--- config.mk ---
export PLATFORM = sky130hd
export DESIGN_NAME = feature_add_pair_feeder
export DESIGN_NICKNAME = d
export VERILOG_FILES = /design/src/rtl/feature_add_pair_feeder.sv
export SDC_FILE = /design/constraint.sdc
export NUM_CORES = 2
export LEC_CHECK = 0
export CAP_MARGIN = 20
export CELL_PAD_IN_SITES_DETAIL_PLACEMENT = 1
export CELL_PAD_IN_SITES_GLOBAL_PLACEMENT = 2
export CORE_MARGIN = 1
export CORE_UTILIZATION = 55
export CTS_BUF_LIST = sky130_fd_sc_hd__clkbuf_4 sky130_fd_sc_hd__clkbuf_8
export CTS_CLUSTER_DIAMETER = 80
export DETAILED_ROUTE_END_ITERATION = 8
export DONT_BUFFER_PORTS = 1
export HOLD_SLACK_MARGIN = 0.1
export MAX_ROUTING_LAYER = met4
export PLACE_DENSITY = 0.95
export RECOVER_POWER = 25
export SETUP_SLACK_MARGIN = 0.4
export SLEW_MARGIN = 20
export SYNTH_ARGS = -nofsm -noshare
export SYNTH_HDL_FRONTEND = slang
export SYNTH_SLANG_ARGS = --single-unit
--- constraint.sdc ---
create_clock -name system_clk -period 35.3 [get_ports system_clk]
set_input_delay 7.06 -clock system_clk [delete_from_list [all_inputs] [get_ports system_clk]]
set_output_delay 7.06 -clock system_clk [all_outputs]
set_load 0.01 [all_outputs]
--- src/rtl/feature_add_pair_feeder.sv ---
// Pairs two independently arriving 8-lane feature streams into beat-aligned
// x1/x2 pairs for the residual adder, issuing exactly pair_num pairs per job.
module feature_add_pair_feeder #(
  parameter int FEATURE_WIDTH = 16,
  parameter int FIFO_DEPTH    = 16,
  parameter int LEN_WIDTH     = 16
) (
  input  logic                       system_clk,
  input  logic                       rst_n,
  input  logic                       start,
  input  logic [LEN_WIDTH-1:0]       pair_num,
  input  logic [FEATURE_WIDTH*8-1:0] x1_data_in,
  input  logic                       x1_valid_in,
  output logic                       x1_ready_out,
  input  logic [FEATURE_WIDTH*8-1:0] x2_data_in,
  input  logic                       x2_valid_in,
  output logic                       x2_ready_out,
  output logic [FEATURE_WIDTH*8-1:0] feature_x1_out,
  output logic [FEATURE_WIDTH*8-1:0] feature_x2_out,
  output logic                       feature_x_valid_out,
  output logic                       busy,
  output logic                       done
);

  localparam int DW = FEATURE_WIDTH * 8;
  localparam int AW = $clog2(FIFO_DEPTH);
  localparam int CW = AW + 1;
  localparam logic [CW-1:0] FULL_CNT = CW'(FIFO_DEPTH);

  typedef enum logic [1:0] {IDLE = 2'd0, RUN = 2'd1, DONE = 2'd2} state_e;

  state_e               state_q, state_d;
  logic [LEN_WIDTH-1:0] pair_num_q, pair_num_d;
  logic [LEN_WIDTH-1:0] acc1_q, acc1_d, acc2_q, acc2_d;
  logic [LEN_WIDTH-1:0] issued_q, issued_d;
  logic [AW-1:0]        wr1_q, wr1_d, rd1_q, rd1_d;
  logic [AW-1:0]        wr2_q, wr2_d, rd2_q, rd2_d;
  logic [CW-1:0]        cnt1_q, cnt1_d, cnt2_q, cnt2_d;
  logic [DW-1:0]        x1_out_q, x1_out_d, x2_out_q, x2_out_d;
  logic                 valid_q, valid_d;
  logic [DW-1:0]        fifo1_mem [FIFO_DEPTH];
  logic [DW-1:0]        fifo2_mem [FIFO_DEPTH];
  logic                 push1, push2, pop;

  always_ff @(posedge system_clk) begin
    if (!rst_n) begin
      state_q <= IDLE;
    end else begin
      state_q <= state_d;
    end
  end

  always_comb begin
    state_d = state_q;
    case (state_q)
      IDLE:    if (start) state_d = (pair_num == '0) ? DONE : RUN;
      RUN:     if (issued_q == pair_num_q) state_d = DONE;
      DONE:    state_d = IDLE;
      default: state_d = IDLE;
    endcase
  end

  // Ready never looks at valid and offers no bypass: a full FIFO stays closed
  // even in a cycle where it is popped.
  always_comb begin
    busy         = (state_q != IDLE);
    done         = (state_q == DONE);
    x1_ready_out = (state_q == RUN) && (cnt1_q < FULL_CNT) && (acc1_q < pair_num_q);
    x2_ready_out = (state_q == RUN) && (cnt2_q < FULL_CNT) && (acc2_q < pair_num_q);
    pop          = (state_q == RUN) && (cnt1_q != '0) && (cnt2_q != '0);
    push1        = x1_valid_in && x1_ready_out;
    push2        = x2_valid_in && x2_ready_out;
  end

  always_comb begin
    pair_num_d = pair_num_q;
    acc1_d     = acc1_q;
    acc2_d     = acc2_q;
    issued_d   = issued_q;
    wr1_d      = wr1_q;
    wr2_d      = wr2_q;
    rd1_d      = rd1_q;
    rd2_d      = rd2_q;
    cnt1_d     = cnt1_q;
    cnt2_d     = cnt2_q;
    x1_out_d   = x1_out_q;
    x2_out_d   = x2_out_q;
    valid_d    = 1'b0;
    if (state_q == IDLE && start) begin
      pair_num_d = pair_num;
      acc1_d     = '0;
      acc2_d     = '0;
      issued_d   = '0;
    end
    if (push1) begin
      wr1_d  = wr1_q + AW'(1);
      acc1_d = acc1_q + LEN_WIDTH'(1);
    end
    if (push2) begin
      wr2_d  = wr2_q + AW'(1);
      acc2_d = acc2_q + LEN_WIDTH'(1);
    end
    if (pop) begin
      rd1_d    = rd1_q + AW'(1);
      rd2_d    = rd2_q + AW'(1);
      x1_out_d = fifo1_mem[rd1_q];
      x2_out_d = fifo2_mem[rd2_q];
      valid_d  = 1'b1;
      issued_d = issued_q + LEN_WIDTH'(1);
    end
    case ({push1, pop})
      2'b10:   cnt1_d = cnt1_q + CW'(1);
      2'b01:   cnt1_d = cnt1_q - CW'(1);
      default: cnt1_d = cnt1_q;
    endcase
    case ({push2, pop})
      2'b10:   cnt2_d = cnt2_q + CW'(1);
      2'b01:   cnt2_d = cnt2_q - CW'(1);
      default: cnt2_d = cnt2_q;
    endcase
  end

  // Resetting pointers and counts is what discards beats buffered by an
  // aborted job.
  always_ff @(posedge system_clk) begin
    if (!rst_n) begin
      pair_num_q <= '0;
      acc1_q     <= '0;
      acc2_q     <= '0;
      issued_q   <= '0;
      wr1_q      <= '0;
      wr2_q      <= '0;
      rd1_q      <= '0;
      rd2_q      <= '0;
      cnt1_q     <= '0;
      cnt2_q     <= '0;
      x1_out_q   <= '0;
      x2_out_q   <= '0;
      valid_q    <= 1'b0;
    end else begin
      pair_num_q <= pair_num_d;
      acc1_q     <= acc1_d;
      acc2_q     <= acc2_d;
      issued_q   <= issued_d;
      wr1_q      <= wr1_d;
      wr2_q      <= wr2_d;
      rd1_q      <= rd1_d;
      rd2_q      <= rd2_d;
      cnt1_q     <= cnt1_d;
      cnt2_q     <= cnt2_d;
      x1_out_q   <= x1_out_d;
      x2_out_q   <= x2_out_d;
      valid_q    <= valid_d;
    end
  end

  always_ff @(posedge system_clk) begin
    if (push1) fifo1_mem[wr1_q] <= x1_data_in;
    if (push2) fifo2_mem[wr2_q] <= x2_data_in;
  end

  assign feature_x1_out      = x1_out_q;
  assign feature_x2_out      = x2_out_q;
  assign feature_x_valid_out = valid_q;

endmodule

==> results of run 1 <==
[per-layer routing]
layer / global-route usage
met4: 0.1144
met3: 0.08417
met2: 0.5358
met1: 0.4022
met5: -
[synthesized netlist by cell type, types with 5 or more instances]
library cell,n
sky130_fd_sc_hd__nor2_1,55
sky130_fd_sc_hd__xor2_1,9
sky130_fd_sc_hd__buf_4,47
sky130_fd_sc_hd__nor2b_1,14
sky130_fd_sc_hd__nand4_1,18
sky130_fd_sc_hd__a31oi_1,9
sky130_fd_sc_hd__buf_1,88
sky130_fd_sc_hd__buf_2,105
sky130_fd_sc_hd__buf_6,25
sky130_fd_sc_hd__nor4b_1,6
sky130_fd_sc_hd__nor3_1,17
sky130_fd_sc_hd__xnor2_1,26
sky130_fd_sc_hd__nand3_1,17
sky130_fd_sc_hd__nor4_1,9
sky130_fd_sc_hd__and3_1,39
sky130_fd_sc_hd__a21o_1,5
sky130_fd_sc_hd__dfxtp_1,349
sky130_fd_sc_hd__inv_1,34
sky130_fd_sc_hd__mux4_2,1280
sky130_fd_sc_hd__and2_1,6
sky130_fd_sc_hd__or3_1,10
sky130_fd_sc_hd__mux2i_1,6
sky130_fd_sc_hd__edfxtp_1,4096
sky130_fd_sc_hd__nand2b_1,10
sky130_fd_sc_hd__clkbuf_1,140
sky130_fd_sc_hd__ha_1,51
sky130_fd_sc_hd__o21ai_0,52
sky130_fd_sc_hd__nand2_1,610
sky130_fd_sc_hd__a21oi_1,315
[logic make-up after synthesis]
logic type                 count (synthesis)
xor gates and xnor gates                  35
AOI/OAI and AO/OA                        411
muxes                                   1287
adders and majority gates                 53
buffers and inverters                    444
and+or+nand+nor                          839
DFF                                     4445
[through the flow]
stage | hold slack [ps] | area (um^2) | cells | util | setup WS [ps]
after global routing | 519.2 | 186200 | 12470 | 0.6141 | 25030
after global placement | 475.0 | 172000 | 11200 | 0.5672 | 24820
after detailed placement | 481.6 | 172000 | 11200 | 0.5672 | 24680
after floorplan | 442.9 | 167900 | 7514 | - | 18160
after CTS | 489.8 | 186000 | 12450 | 0.6132 | 25050
==> flow_results.xml, run 1 <==
<?xml version="1.0" encoding="UTF-8"?>
<metrics>
  <group name="logic_synthesis">
    <metric name="synth_fa_ha_area_frac" unit="">0.004040</metric>
    <metric name="yosys_warnings" unit="">0</metric>
    <metric name="yosys.area.top_type_share" unit="">0.7327</metric>
    <metric name="synth_compound_area_frac" unit="">0.01327</metric>
    <metric name="main_combinational_cell_family_by_area_after_synthesis" unit="">multiplexers</metric>
    <metric name="syn_area" unit="um^2">167900</metric>
    <metric name="mean_syn_cell_area" unit="um^2">22.34</metric>
    <metric name="ys_async_sr_fraction" unit="">0</metric>
    <metric name="synth_sequential_area_ratio" unit="">0.7743</metric>
    <metric name="synth_mux_area_frac" unit="">0.1721</metric>
    <metric name="synth-simple-area-share" unit="">0.02157</metric>
    <metric name="postSynthRegisterBits" unit="">4445</metric>
    <metric name="synth_edf_count" unit="">4096</metric>
    <metric name="postSynthCellCount" unit="">7514</metric>
    <metric name="synth.largest_area_cell" unit="">sky130_fd_sc_hd__edfxtp_1</metric>
    <metric name="syn_nets" unit="">7844</metric>
    <metric name="synth_area_leaders" unit="">sky130_fd_sc_hd__edfxtp_1, sky130_fd_sc_hd__mux4_2, sky130_fd_sc_hd__dfxtp_1</metric>
    <metric name="dominantRegCellSynth" unit="">sky130_fd_sc_hd__edfxtp_1</metric>
    <metric name="synth_cell_type_count" unit="">68</metric>
    <metric name="synth-xor-area-share" unit="">0.001826</metric>
  </group>
  <group name="grt">
    <metric name="global_route.overflow_total" unit="">0</metric>
    <metric name="via_count_of_the_first_global_routing_pass" unit="">89320</metric>
    <metric name="globalRouteTotalUtil" unit="">0.3289</metric>
    <metric name="grt_start_max_net_pins" unit="">167</metric>
    <metric name="grt_first_pass_wirelength" unit="um">693200</metric>
    <metric name="antenna_found_initial" unit="">18</metric>
  </group>
  <group name="floorplanning">
    <metric name="floorplan.die.width" unit="um">554.5</metric>
    <metric name="num_io_pins" unit="">538</metric>
    <metric name="placement_rows" unit="">202</metric>
    <metric name="dieHeight" unit="um">554.5</metric>
    <metric name="initial_utilization" unit="">0.5535</metric>
  </group>
  <group name="run_status">
    <metric name="status" unit="">aborted with a tool error</metric>
    <metric name="toolErrorMsg" unit="">[ERROR DRT-0255] Maze Route cannot find path of net feature_x1_out[55] in worker of routeBox ( 531300 289800 ) ( 554480 338100 ).</metric>
    <metric name="flow.stopped_at" unit="">detailed routing</metric>
  </group>
  <group name="clock_tree">
    <metric name="cts-htree-levels" unit="">6</metric>
    <metric name="cts.repair.resized" unit="">0</metric>
    <metric name="clk_path_buf_depth" unit="">4</metric>
    <metric name="cts_post_setup_buffers_inserted" unit="">0</metric>
    <metric name="cts-hold-fix-buffers" unit="">0</metric>
    <metric name="cts_root_buffer" unit="">sky130_fd_sc_hd__clkbuf_8</metric>
    <metric name="cts_sinks" unit="">4445</metric>
    <metric name="clock_buffers_created_by_tritoncts" unit="">679</metric>
  </group>
  <group name="placed_design">
    <metric name="place.detailed.hpwl" unit="um">247600</metric>
    <metric name="port_buffers" unit="">0</metric>
    <metric name="gp_congestion" unit="">0.8056</metric>
  </group>
</metrics>
==> inputs of run 2 (changes only) <==
CELL_PAD_IN_SITES_DETAIL_PLACEMENT = not set   (was 1)
CELL_PAD_IN_SITES_GLOBAL_PLACEMENT = not set   (was 2)
CORE_UTILIZATION = 40   (was 55)
CTS_BUF_LIST = not set   (was sky130_fd_sc_hd__clkbuf_4 sky130_fd_sc_hd__clkbuf_8)
CTS_CLUSTER_DIAMETER = not set   (was 80)
HOLD_SLACK_MARGIN = not set   (was 0.1)
MAX_ROUTING_LAYER = not set   (was met4)
PLACE_DENSITY = not set   (was 0.95)
PLACE_DENSITY_LB_ADDON = 0.15   (was not set)
SETUP_SLACK_MARGIN = not set   (was 0.4)
==> flow_results.xml, run 2 <==
<?xml version="1.0" encoding="UTF-8"?>
<metrics>
  <group name="run_status">
    <metric name="status" unit="">finished, final reports clean</metric>
  </group>
  <group name="clock_tree">
    <metric name="cts_root_buffer" unit="">sky130_fd_sc_hd__clkbuf_16</metric>
    <metric name="clk_path_buf_depth" unit="">4</metric>
    <metric name="cts-htree-levels" unit="">5</metric>
    <metric name="cts-hold-fix-buffers" unit="">0</metric>
    <metric name="clock_buffers_created_by_tritoncts" unit="">459</metric>
    <metric name="cts.repair.resized" unit="">0</metric>
    <metric name="cts_post_setup_buffers_inserted" unit="">0</metric>
    <metric name="cts_tree" unit="">done</metric>
    <metric name="cts.reportedPaths.clkPinSlew" unit="ps">60</metric>
    <metric name="worst_skew_pair.late_latency" unit="ps">1010</metric>
    <metric name="cts_sinks" unit="">4445</metric>
  </group>
  <group name="drt">
    <metric name="drt-pass1-iter-count" unit="">7</metric>
    <metric name="total_via_count_in_the_routed_design" unit="">75290</metric>
    <metric name="drt-initial-drc-count" unit="">6287</metric>
    <metric name="drc" unit="">0</metric>
    <metric name="drt.antenna.violating_nets" unit="">0</metric>
    <metric name="vias_per_cell" unit="">5.537</metric>
    <metric name="total_routed_length" unit="um">399400</metric>
    <metric name="drt-wirelength-per-cell" unit="um">29.38</metric>
  </group>
  <group name="layout">
    <metric name="reg.largest.list" unit="">fifo1_mem (2048), fifo2_mem (2048)</metric>
    <metric name="post_route_cells_drive_above_1_share" unit="">0.2613</metric>
    <metric name="fin_nets" unit="">8023</metric>
    <metric name="finish.utilization" unit="">0.4533</metric>
    <metric name="layout.cells.non_filler" unit="">13600</metric>
    <metric name="layout_commonest_cell" unit="">sky130_fd_sc_hd__edfxtp_1</metric>
    <metric name="area_growth_syn_to_layout" unit="%">12.66</metric>
    <metric name="layout_common_cells" unit="">sky130_fd_sc_hd__edfxtp_1, sky130_fd_sc_hd__mux4_2, sky130_fd_sc_hd__nand2_1, sky130_fd_sc_hd__clkbuf_16, sky130_fd_sc_hd__dfxtp_1</metric>
  </group>
  <group name="power_and_ir_drop">
    <metric name="internal_power" unit="mW">8.594</metric>
    <metric name="net-switching-power" unit="mW">2.110</metric>
    <metric name="combinationalPowerShare" unit="">0.011</metric>
    <metric name="power_leakage" unit="nW">55.99</metric>
    <metric name="power_density" unit="nW/um^2">56.59</metric>
    <metric name="fraction_of_power_spent_switching_nets" unit="">0.1971</metric>
    <metric name="peakVddDrop" unit="uV">46.83</metric>
    <metric name="total_power" unit="mW">10.70</metric>
    <metric name="share_clk_of_total_power" unit="">0.449</metric>
    <metric name="seq_power_share" unit="">0.540</metric>
  </group>
  <group name="min_path">
    <metric name="hold_path.class" unit="">reg2reg</metric>
    <metric name="worstHoldEndpoint" unit="">pair_num_q[3]$_SDFFE_PN0P_</metric>
    <metric name="min-delay-start" unit="">pair_num_q[3]$_SDFFE_PN0P_</metric>
    <metric name="worstHoldPathCells" unit="">2</metric>
  </group>
  <group name="logic_synthesis">
    <metric name="synth.largest_area_cell" unit="">sky130_fd_sc_hd__edfxtp_1</metric>
    <metric name="dominantRegCellSynth" unit="">sky130_fd_sc_hd__edfxtp_1</metric>
    <metric name="postSynthRegisterBits" unit="">4445</metric>
    <metric name="yosys.area.top_type_share" unit="">0.7327</metric>
    <metric name="synth_common_cells" unit="">sky130_fd_sc_hd__edfxtp_1, sky130_fd_sc_hd__mux4_2, sky130_fd_sc_hd__nand2_1, sky130_fd_sc_hd__dfxtp_1, sky130_fd_sc_hd__a21oi_1</metric>
    <metric name="synth_cell_type_count" unit="">68</metric>
    <metric name="cell_with_the_most_instances_after_synthesis" unit="">sky130_fd_sc_hd__edfxtp_1</metric>
    <metric name="synth_area_leaders" unit="">sky130_fd_sc_hd__edfxtp_1, sky130_fd_sc_hd__mux4_2, sky130_fd_sc_hd__dfxtp_1</metric>
    <metric name="synth_edf_count" unit="">4096</metric>
    <metric name="yosys_warnings" unit="">0</metric>
    <metric name="ys_async_sr_fraction" unit="">0</metric>
    <metric name="synth_sequential_area_ratio" unit="">0.7743</metric>
    <metric name="postSynthCellCount" unit="">7514</metric>
    <metric name="syn_nets" unit="">7844</metric>
    <metric name="mean_syn_cell_area" unit="um^2">22.34</metric>
    <metric name="syn_area" unit="um^2">167900</metric>
  </group>
  <group name="timing">
    <metric name="finalMaxSlewViolations" unit="">0</metric>
    <metric name="rsz_0062_raised_after_global_routing" unit="">no</metric>
    <metric name="timing.slew.headroom" unit="">0.2480</metric>
    <metric name="final_min_period_over_clock_period" unit="">0.2794</metric>
    <metric name="finClkSkew" unit="ps">74.88</metric>
    <metric name="worst_slew_pin_slew" unit="ps">1128</metric>
    <metric name="timing.fmax" unit="GHz">0.1014</metric>
    <metric name="setup_viol" unit="">0</metric>
    <metric name="setup_tns" unit="ps">0</metric>
    <metric name="fin_hold_viols" unit="">0</metric>
    <metric name="period_minus_slack" unit="ps">9864</metric>
  </group>
  <group name="setup_path">
    <metric name="timing.critical_path.arrival" unit="ps">2800</metric>
    <metric name="rr_worst_depth" unit="">8</metric>
    <metric name="cp.required" unit="ps">28240</metric>
    <metric name="r2r-start" unit="">rd1_q[1]$_SDFFE_PN0P_</metric>
    <metric name="timing.critical_path.from_type" unit="">register</metric>
    <metric name="worstSetupStartpoint" unit="">pair_num_q[13]$_SDFFE_PN0P_</metric>
    <metric name="path_class" unit="">reg2out</metric>
    <metric name="regToRegSetupSlack" unit="ps">29450</metric>
    <metric name="critical_path_peak_fanout" unit="">3</metric>
    <metric name="end_kind" unit="">primary output</metric>
    <metric name="critical_path.reg2reg.endpoint" unit="">feature_x1_out[23]$_SDFFE_PN0P_</metric>
  </group>
  <group name="floorplanning">
    <metric name="dieHeight" unit="um">649.8</metric>
    <metric name="num_io_pins" unit="">538</metric>
    <metric name="placement_rows" unit="">237</metric>
    <metric name="die_area" unit="um^2">422300</metric>
    <metric name="initial_utilization" unit="">0.4024</metric>
    <metric name="floorplan.die.width" unit="um">649.8</metric>
    <metric name="coreArea" unit="um^2">417200</metric>
  </group>
  <group name="placed_design">
    <metric name="gp_congestion" unit="">0.7708</metric>
    <metric name="dp.cells" unit="">12730</metric>
    <metric name="port_buffers" unit="">0</metric>
    <metric name="place.detailed.hpwl" unit="um">223900</metric>
  </group>
  <group name="job">
    <metric name="max_cap_violations" unit="">0</metric>
  </group>
  <group name="grt">
    <metric name="globalRouteTotalUtil" unit="">0.1871</metric>
    <metric name="grt_start_max_net_pins" unit="">113</metric>
    <metric name="grt_first_pass_wirelength" unit="um">578600</metric>
    <metric name="global_route.overflow_total" unit="">0</metric>
    <metric name="via_count_of_the_first_global_routing_pass" unit="">79930</metric>
    <metric name="antenna_found_initial" unit="">17</metric>
  </group>
</metrics>
==> run 2: cell counts after synthesis <==
No cell type changed its count.
==> run 2: final cells by class <==
type                       instances  area (um^2)
antenna                            2        5.005
clock buffer                     625        12600
clock inverter                   241         2452
fill                           34690       228100
inverter                          38        157.7
multi-input combinational       2625        35890
sequential                      4445       130000
tap                             5497         6878
timing repair buffer             124         1137
==> run 2: worst max-delay path by stage <==
stage,slack [ps],end
6_report,25440,x1_ready_out
5_1_grt,25210,x1_ready_out
4_1_cts,25280,x1_ready_out
3_5_place_dp,24470,fifo1_mem[3][16]$_DFFE_PP_
3_3_place_gp,24510,fifo1_mem[3][19]$_DFFE_PP_
2_1_floorplan,18160,fifo1_mem[11][0]$_DFFE_PP_
==> run 2: critical path, stage by stage, from the launching register on <==
cell	delay (ps)
sky130_fd_sc_hd__dfxtp_1	380
sky130_fd_sc_hd__inv_1	90
sky130_fd_sc_hd__ha_1	320
sky130_fd_sc_hd__a211o_1	290
sky130_fd_sc_hd__a2111oi_4	310
sky130_fd_sc_hd__o21ai_2	150
sky130_fd_sc_hd__a21oi_1	290
==> run 2: routing by layer <==
layer / track usage / vias to the layer above / part of all wire
li1: - / 31790 / -
met1: 0.2510 / 41150 / 0.42
met2: 0.3161 / 1880 / 0.50
met3: 0.04100 / 467 / 0.061
met4: 0.03633 / 0 / 0.018
met5: 0 / - / 0
==> run 2: power groups by stage <==
stage / clock, mW / combinational [mW] / sequential, mW
detailed placement: 0 / 0.122 / 5.89
finish: 4.80 / 0.120 / 5.78
global route: 5.11 / 0.129 / 5.78
floorplan: 0 / 0.0817 / 5.89
global placement: 0 / 0.122 / 5.89
CTS: 4.92 / 0.123 / 5.78
==> run 2: stage by stage <==
stage | instance area, um^2 | setup WS [ps] | hold slack [ps]
finish | 189100 | 25440 | 487.4
global route | 189100 | 25210 | 508.3
CTS | 189100 | 25280 | 485.0
detailed placement | 174000 | 24470 | 476.6
global placement | 174000 | 24510 | 476.6
floorplan | 167900 | 18160 | 442.9
==> run 2: cell families after synthesis <==
| kind of cell | synth area share |
|---|---|
| xor gates and xnor gates | 0.001826 |
| and+or+nand+nor | 0.02157 |
| buffers and inverters | 0.01289 |
| AOI/OAI and AO/OA | 0.01327 |
| adders and majority gates | 0.004039 |
| DFF | 0.7743 |
| muxes | 0.1721 |
No activity file was read; power rests on OpenSTA's default activity.
